$ cat config.mk
export PLATFORM = sky130hd
export DESIGN_NAME = stream_demux
export DESIGN_NICKNAME = d
export VERILOG_FILES = /design/src/rtl/demux_pkg.sv /design/src/rtl/demux_slot.sv /design/src/rtl/stream_demux.sv
export SDC_FILE = /design/constraint.sdc
export NUM_CORES = 1
export LEC_CHECK = 0
export CORE_ASPECT_RATIO = 0.7
export CORE_MARGIN = 10
export CORE_UTILIZATION = 42
export DETAILED_ROUTE_END_ITERATION = 16
export GPL_TIMING_DRIVEN = 0
export HOLD_SLACK_MARGIN = 0.15
export PLACE_DENSITY = 0.74
export SYNTH_ARGS = -nofsm -noshare
export SYNTH_HDL_FRONTEND = slang
export SYNTH_SLANG_ARGS = --single-unit
export TNS_END_PERCENT = 5
$ cat constraint.sdc
create_clock -name clk -period 2 [get_ports clk]
set_input_delay 0.3 -clock clk [delete_from_list [all_inputs] [get_ports clk]]
set_output_delay 0.3 -clock clk [all_outputs]
set_load 0.05 [all_outputs]
$ cat src/rtl/demux_pkg.sv
// Shared definitions for the registered stream demultiplexer: default widths,
// channel-count derivation and the flat-bus slice helper.
package demux_pkg;

    localparam int DATA_W_DEF = 8;
    localparam int SEL_W_DEF  = 3;
    localparam int CNT_W_DEF  = 16;

    function automatic int n_out(input int sel_w);
        return 1 << sel_w;
    endfunction

    // Low bit of channel i inside the flat out_data bus
    function automatic int slice_lo(input int i, input int data_w);
        return i * data_w;
    endfunction

endpackage

$ cat src/rtl/demux_slot.sv
// One-entry holding register for a single output channel. A drain in the same
// cycle as a load lets the new word replace the old one.
module demux_slot
    import demux_pkg::*;
#(
    parameter int DATA_W = DATA_W_DEF
) (
    input  logic              clk,
    input  logic              reset,
    input  logic              load,
    input  logic [DATA_W-1:0] load_data,
    input  logic              out_ready,
    output logic              out_valid,
    output logic [DATA_W-1:0] out_data,
    output logic              slot_free
);

    logic              valid_r;
    logic [DATA_W-1:0] data_r;

    // Holding register: load has priority over drain; the payload is kept when invalid
    always_ff @(posedge clk) begin
        if (reset) begin
            valid_r <= 1'b0;
            data_r  <= {DATA_W{1'b0}};
        end else if (load) begin
            valid_r <= 1'b1;
            data_r  <= load_data;
        end else if (valid_r && out_ready) begin
            valid_r <= 1'b0;
        end else begin
            valid_r <= valid_r;
        end
    end

    assign out_valid = valid_r;
    assign out_data  = data_r;
    assign slot_free = ~valid_r | out_ready;

endmodule

$ cat src/rtl/stream_demux.sv
// Registered 1-to-N stream demultiplexer with unicast and broadcast delivery,
// valid/ready on both sides and a count of accepted input transfers.
module stream_demux
    import demux_pkg::*;
#(
    parameter int DATA_W = DATA_W_DEF,
    parameter int SEL_W  = SEL_W_DEF,
    parameter int CNT_W  = CNT_W_DEF,
    localparam int N_OUT = n_out(SEL_W)
) (
    input  logic                    clk,
    input  logic                    reset,
    input  logic                    in_valid,
    output logic                    in_ready,
    input  logic [DATA_W-1:0]       in_data,
    input  logic [SEL_W-1:0]        in_sel,
    input  logic                    in_bcast,
    output logic [N_OUT-1:0]        out_valid,
    input  logic [N_OUT-1:0]        out_ready,
    output logic [N_OUT*DATA_W-1:0] out_data,
    output logic [CNT_W-1:0]        xfer_cnt
);

    logic [N_OUT-1:0] slot_free_s;
    logic [N_OUT-1:0] load_s;
    logic             ready_s;
    logic             accept_s;
    logic [CNT_W-1:0] xfer_cnt_r;

    // Ready: a broadcast waits until every slot can take the word at once
    always_comb begin
        ready_s = 1'b0;
        if (reset) begin
            ready_s = 1'b0;
        end else if (in_bcast) begin
            ready_s = &slot_free_s;
        end else begin
            ready_s = slot_free_s[in_sel];
        end
    end

    assign accept_s = in_valid & ready_s;
    assign in_ready = ready_s;

    // Select decode: which slots capture the accepted word
    always_comb begin
        load_s = {N_OUT{1'b0}};
        if (accept_s && in_bcast) begin
            load_s = {N_OUT{1'b1}};
        end else if (accept_s) begin
            load_s[in_sel] = 1'b1;
        end else begin
            load_s = {N_OUT{1'b0}};
        end
    end

    for (genvar i = 0; i < N_OUT; i++) begin : g_slot
        demux_slot #(
            .DATA_W (DATA_W)
        ) u_slot (
            .clk       (clk),
            .reset     (reset),
            .load      (load_s[i]),
            .load_data (in_data),
            .out_ready (out_ready[i]),
            .out_valid (out_valid[i]),
            .out_data  (out_data[slice_lo(i, DATA_W) +: DATA_W]),
            .slot_free (slot_free_s[i])
        );
    end

    // Transfer counter: one step per accepted input word, wrapping naturally
    always_ff @(posedge clk) begin
        if (reset) begin
            xfer_cnt_r <= {CNT_W{1'b0}};
        end else if (accept_s) begin
            xfer_cnt_r <= xfer_cnt_r + {{(CNT_W-1){1'b0}}, 1'b1};
        end else begin
            xfer_cnt_r <= xfer_cnt_r;
        end
    end

    assign xfer_cnt = xfer_cnt_r;

endmodule

==> flow_summary_export.csv, run 1 <==
group,metric,value,unit
outcome,status,"finished, violations left",
outcome,violations,"setup timing",
yosys,syn_area_per_cell,9.597,µm²
grt,grt_pass1_vias,3355,
worst_setup_path,path_max_fanout,2,
yosys,syn_nets,409,
worst_setup_path,r2r_setup_slack,-0.13,ns
yosys,muxShareOfSynthArea,17.88,%
routing,via_per_inst,5.097,
routing,avgRoutedWirePerCell,18.70,µm
grt,antenna_found_initial,0,
grt,grt_overflow,0,
worst_hold_path,hp-class,"input port to flop",
job,maxCapViolCount,0,
clocking,clk_pin_slew,0.06,ns
clocking,cts_max_level,3,
power_and_ir_drop,worst_ir_drop_vdd,0.6580,mV
yosys,synth_edf_count,0,
placed_design,hpwl,8114,µm
cells_and_area,fin_nets,536,
yosys,ys.flop_type,"dfxtp_1",
clocking,insertion_delay,0.33,ns
yosys,synth.most_common_cell,"dfxtp_1",
routing,vias,3247,
placed_design,port_buffers,103,
clocking,cts-root-buf,"clkbuf_16",
routing,route.detailed.drc,0,
clocking,max-clock-path-buffers,2,
yosys,synth_seq_area_share,47.68,%
worst_setup_path,critical_path_required,1.70,ns
timing,finalCriticalPeriod,2.181,ns
floorplanning,die_area,13010,µm²
timing,finClkSkew,0.006115,ns
timing,hold_viol,0,
yosys,yosys.area.top_type,"dfxtp_1",
timing,worst_slack,-0.1815,ns
timing,slew_headroom,56.17,%
timing,maxSlewViolCount,0,
routing,drtIter0Drc,301,
yosys,yosys.area.top_type_share,47.68,%
routing,ant_nets,0,
yosys,synthTopCellsByArea,"dfxtp_1 48%, mux2i_1 18%, nor2_1 8.7%",
timing,fmax,0.4584,GHz
yosys,synth_compound_area_share,6.671,%
worst_setup_path,setup.worst_path.end_class,"output pin",
floorplanning,pin_count,112,
worst_setup_path,start_kind,"flop",
routing,wl,11920,µm
yosys,post_synth_xor_area_fraction,3.082,%
yosys,ys_ff_latch,88,
floorplanning,row_count,28,
yosys,synth_area,3695,µm²
floorplanning,die_h,98.48,µm
floorplanning,start_util,43.40,%
yosys,async_flop_share,0,%
timing,fin_hold_ws,0.4054,ns
cells_and_area,drive_gt1_share,16.83,%
yosys,synth_simple_gate_area_share,18.22,%
clocking,numCtsBuffers,9,
timing,worst_slew_pin_slew,0.6574,ns
clocking,clock_sinks,88,
cells_and_area,antenna_cells,0,
clocking,cts_tree,"done",
yosys,synth_common_cells,"88 x dfxtp_1, 86 x nor2_1, 66 x mux2i_1",
cells_and_area,final_util,65.09,%
grt,track_usage,17.79,%
worst_setup_path,arrival,1.88,ns
power_and_ir_drop,power.density,795.5,nW/µm²
cells_and_area,area_growth,49.98,%
routing,drt_first_pass_iters,5,
worst_setup_path,critPathKind,"flop to output pin",
placed_design,place_congestion,0.9140,
timing,fin_crit_sh,109.1,%
floorplanning,core,8513,µm²
yosys,syn_inst,385,
yosys,synth-adder-area-share,0.3386,%
floorplanning,die_x,132.1,µm
yosys,synth_top_family_by_area,"simple AND/OR/NAND/NOR gates",
grt,grt_pass1_wl,18720,µm
grt,grt_max_degree,15,
yosys,ys_warn_count,0,
timing,finalSetupViolations,36,
yosys,yosysUniqueCellTypes,42,
power_and_ir_drop,leakage,2.255,nW
timing,rsz0062_at_grt,"true",
[critical path: stages (launching register included)]
cell and delay [ns]:
dfxtp_2 0.32, or2b_4 0.20, nand2_2 0.06, or4_4 0.51, buf_8 0.15, a21oi_4 0.15, buf_8 0.16
[layer usage]
| metal | part of all wire (%) | vias to the layer above | global-route usage, % |
|---|---|---|---|
| met1 | 43 | 1569 | 21.43 |
| met2 | 45 | 116 | 28.00 |
| met4 | 0.61 | 0 | 4.518 |
| met5 | 0 | - | 0 |
| li1 | - | 1555 | - |
| met3 | 12 | 7 | 8.570 |
[per-stage QoR]
step	std cells	power (mW)	worst slack (ns)	TNS (ns)	area (µm²)
after floorplan	385	2.420	0.009840	0	3706
after global placement	608	2.666	-1.221	-35.09	4887
after detailed placement	608	2.678	-1.196	-36.66	4887
after CTS	636	4.400	-0.2483	-1.830	5435
after global routing	637	4.559	-0.2284	-8.424	5542
final	637	4.408	-0.1815	-2.389	5542
[layout by cell type (no fill, tap or decap), types with 7 or more instances in the layout]
cell              n
nor2_1           86
dfxtp_1          85
clkbuf_1         17
clkbuf_16         9
buf_4            21
a21oi_1          17
mux2i_1          66
clkdlybuf4s50_1  89
dlygate4sd2_1    11
xnor2_1          13
nand2b_4          7
[layout make-up]
class,instances,area [µm²]
fill,680,2972
clock buffer,11,242.7
multi-input combinational,254,1919
buffer,37,242.7
clock inverter,5,56.30
sequential,88,1768
timing repair buffer,117,1144
inverter,5,18.77
tap,120,150.1
[path summary, 6_finish.rpt]
path	start	end	depth (start not counted)
worst max-delay path	g_slot[0].u_slot.out_valid	in_ready	6
worst min register to register	xfer_cnt[15]	xfer_cnt[15]	1
worst min-delay path	in_data[7]	g_slot[4].u_slot.out_data[7]	3
worst max register to register	g_slot[0].u_slot.out_valid	g_slot[3].u_slot.out_data[3]	9
[what timing repair did]
action | in CTS | in global routing
endpoints found under the setup margin | 71 | 88
pin swaps | 6 | 1
cloned | 0 | 1
hold buffers | 0 | 0
setup buffers | 12 | 1
gates resized for setup | 56 | 24
[where the power goes]
group / internal, mW / leakage, nW / switching (mW)
sequential: 1.82 / 0.716 / 0.0482
combinational: 0.324 / 1.39 / 0.540
clock: 1.00 / 0.145 / 0.675
[state kept, by name, indices dropped and copies added, names as in the netlist]
register                 flops
g_slot.u_slot.out_data      64
xfer_cnt                    16
g_slot.u_slot.out_valid      8
[logic make-up (layout without fill, tap and decap cells)]
| family | after synthesis | in the layout |
|---|---|---|
| AOI/OAI and AO/OA | 34 | 34 |
| xor gates and xnor gates | 13 | 13 |
| adders and majority gates | 1 | 1 |
| buffers and inverters | 43 | 175 |
| DFF | 88 | 88 |
| muxes | 66 | 66 |
| and+or+nand+nor | 140 | 140 |
(Power assumes the default switching activity.)
==> run 2: changes to the inputs <==
PLACE_DENSITY = 0.73   (was 0.74)
SYNTH_HIERARCHICAL = 1   (was not set)
==> flow_summary_export.csv, run 2 <==
group,metric,value,unit
routing,drtIter0Drc,168,
cells_and_area,area_growth,51.03,%
cells_and_area,seqCellArea,1775,µm²
outcome,status,"finished, violations left",
worst_setup_path,critPathKind,"flop to flop",
worst_setup_path,crit_chain,"nand2b_4 -> nand4_1 -> nor3_2 -> a31oi_4 -> or2_4 -> buf_12 -> nor2_4 -> buf_6 -> mux2i_1 -> nor2_1",
clocking,clock_sinks,88,
timing,fin_crit_sh,102.5,%
clocking,cts_max_level,3,
yosys,yosys.area.top_type,"dfxtp_1",
cells_and_area,mostFrequentLayoutCells,"97 x clkdlybuf4s50_1, 82 x nor2_1, 77 x dfxtp_1",
grt,grt_overflow,0,
cells_and_area,fillers,699,
grt,grt_pass1_wl,18450,µm
worst_setup_path,path_max_fanout,8,
cells_and_area,fin_nets,558,
timing,rsz0062_at_grt,"true",
floorplanning,core,8583,µm²
worst_setup_path,setup.worst_path.end_class,"flop",
floorplanning,pin_count,112,
cells_and_area,final_area,5677,µm²
power_and_ir_drop,worst_ir_drop_vdd,0.6165,mV
clocking,cts-root-buf,"clkbuf_16",
routing,via_per_inst,5.009,
grt,antenna_found_initial,1,
timing,finalCriticalPeriod,2.049,ns
routing,drt_first_pass_iters,4,
routing,ant_nets,0,
placed_design,placed_area,5034,µm²
clocking,insertion_delay,0.34,ns
cells_and_area,multi_input_area,2008,µm²
grt,grt_max_degree,14,
timing,worst_slew_pin_slew,0.5518,ns
floorplanning,start_util,43.79,%
floorplanning,row_count,28,
yosys,syn_nets,421,
yosys,synth.most_common_cell,"nor2_1",
clocking,numCtsBuffers,9,
yosys,async_flop_share,0,%
yosys,synth_edf_count,0,
yosys,ys_ff_latch,88,
timing,fmax,0.4880,GHz
yosys,yosys.area.top_type_share,46.87,%
clocking,hold_buffers,0,
placed_design,place.detailed.instances,626,
yosys,yosysUniqueCellTypes,36,
worst_setup_path,max_stage_delay,0.33,ns
worst_setup_path,crit_slowest_cell,"dfxtp_2",
power_and_ir_drop,leakage,2.129,nW
outcome,violations,"setup timing",
routing,avgRoutedWirePerCell,17.94,µm
cells_and_area,fin_cells,660,
yosys,synth_area,3759,µm²
routing,vias,3306,
timing,slew_headroom,63.10,%
yosys,syn_inst,397,
grt,grt_pass1_vias,3417,
worst_setup_path,start_kind,"flop",
timing,maxSlewViolCount,0,
timing,hold_viol,0,
worst_hold_path,hp-class,"input port to flop",
clocking,cts_tree,"done",
job,maxCapViolCount,0,
yosys,ys.flop_type,"dfxtp_1",
grt,track_usage,17.57,%
placed_design,port_buffers,109,
worst_setup_path,arrival,2.28,ns
clocking,max-clock-path-buffers,2,
cells_and_area,layout_commonest_cell,"clkdlybuf4s50_1",
yosys,synthTopCellsByArea,"dfxtp_1 47%, mux2i_1 18%, nor2_1 9.3%",
routing,route.detailed.drc,0,
cells_and_area,drive_gt1_share,20.78,%
timing,finalSetupViolations,25,
cells_and_area,final_util,66.14,%
floorplanning,die_area,13190,µm²
yosys,syn_area_per_cell,9.468,µm²
clocking,clk_pin_slew,0.06,ns
floorplanning,die_h,99.15,µm
worst_setup_path,critical_path_required,2.23,ns
placed_design,place_congestion,0.8462,
power_and_ir_drop,power.density,764.6,nW/µm²
timing,finClkSkew,0.005499,ns
yosys,synth_seq_area_share,46.87,%
floorplanning,die_x,133.1,µm
yosys,ys_warn_count,6,
placed_design,hpwl,8376,µm
yosys,synth_common_cells,"93 x nor2_1, 88 x dfxtp_1, 69 x mux2i_1",
timing,worst_slack,-0.04912,ns
cells_and_area,largest_register_ff_count,64,
routing,wl,11840,µm
[run 2: area by class of cell]
| cell class | count | area share, % |
|---|---|---|
| Tap cell | 120 | 2.645 |
| Antenna cell | 1 | 0.04408 |
| Multi-Input combinational cell | 275 | 35.38 |
| Clock buffer | 13 | 4.585 |
| Clock inverter | 3 | 0.7053 |
| Timing Repair Buffer | 126 | 21.38 |
| Inverter | 11 | 0.7274 |
| Sequential cell | 88 | 31.28 |
| Buffer | 23 | 3.262 |
[run 2: worst max-delay path: cells and delay by family, from the launching register on]
kind            cells  cell delay, ns
compound gates      1            0.05
buf+inv             2            0.32
mux                 1            0.21
flops               1            0.33
simple gates        6            1.04
[run 2: power by group]
part | switching (mW) | internal (mW) | leakage, nW | total (mW)
clock | 0.644 | 1.03 | 0.150 | 1.68
sequential | 0.0434 | 1.82 | 0.719 | 1.86
combinational | 0.495 | 0.307 | 1.26 | 0.802
total | 1.18 | 3.16 | 2.13 | 4.34
[run 2: worst paths after layout]
check | start | slack (ns) | endpoint | cells after the start
max reg2reg | g_slot[0].u_slot/out_valid | -0.05 | g_slot[2].u_slot/out_data[1] | 10
min reg2reg | g_slot[0].u_slot/out_data[3] | 0.49 | g_slot[0].u_slot/out_data[3] | 2
max | g_slot[0].u_slot/out_valid | -0.05 | g_slot[2].u_slot/out_data[1] | 10
min | reset | 0.25 | g_slot[7].u_slot/out_valid | 2
[run 2: metrics by stage]
step | total power [mW] | setup TNS, ns | hold WS (ns) | setup WS, ns
CTS | 4.365 | -0.1228 | 0.2255 | -0.03233
detailed placement | 2.618 | -47.21 | 0.4799 | -0.9961
finish | 4.341 | -0.4351 | 0.2485 | -0.04912
floorplan | 2.361 | -0.01098 | 0.4472 | -0.01098
global placement | 2.605 | -43.94 | 0.4740 | -0.9776
global route | 4.491 | -6.258 | 0.2514 | -0.1312
[run 2: kinds of logic (layout without fill, tap and decap cells)]
logic type / after synthesis / in the layout / share of synthesized area, %
buf+inv: 34 / 176 / 5.526
xor+xnor: 1 / 1 / 0.2331
compound gates: 39 / 39 / 6.824
flops: 88 / 88 / 46.87
fa+ha+maj: 1 / 1 / 0.3328
other cells: 0 / 1 / 0
mux: 80 / 80 / 21.67
simple gates: 154 / 154 / 18.54
[run 2: timing repair]
action	4_1_cts	5_1_grt
endpoints found under the setup margin	81	78
endpoints found under the hold margin	0	0
buffers inserted	9	0
gates resized for setup	66	12
pin swaps	18	7
gates cloned	8	0
[run 2: layer usage]
layer | GRT usage (%) | vias up | wire, µm
met5 | 0 | - | 0
met4 | 5.481 | 0 | 159
met3 | 7.487 | 14 | 1051
met2 | 28.83 | 96 | 5624
met1 | 20.47 | 1575 | 5003
li1 | - | 1621 | -
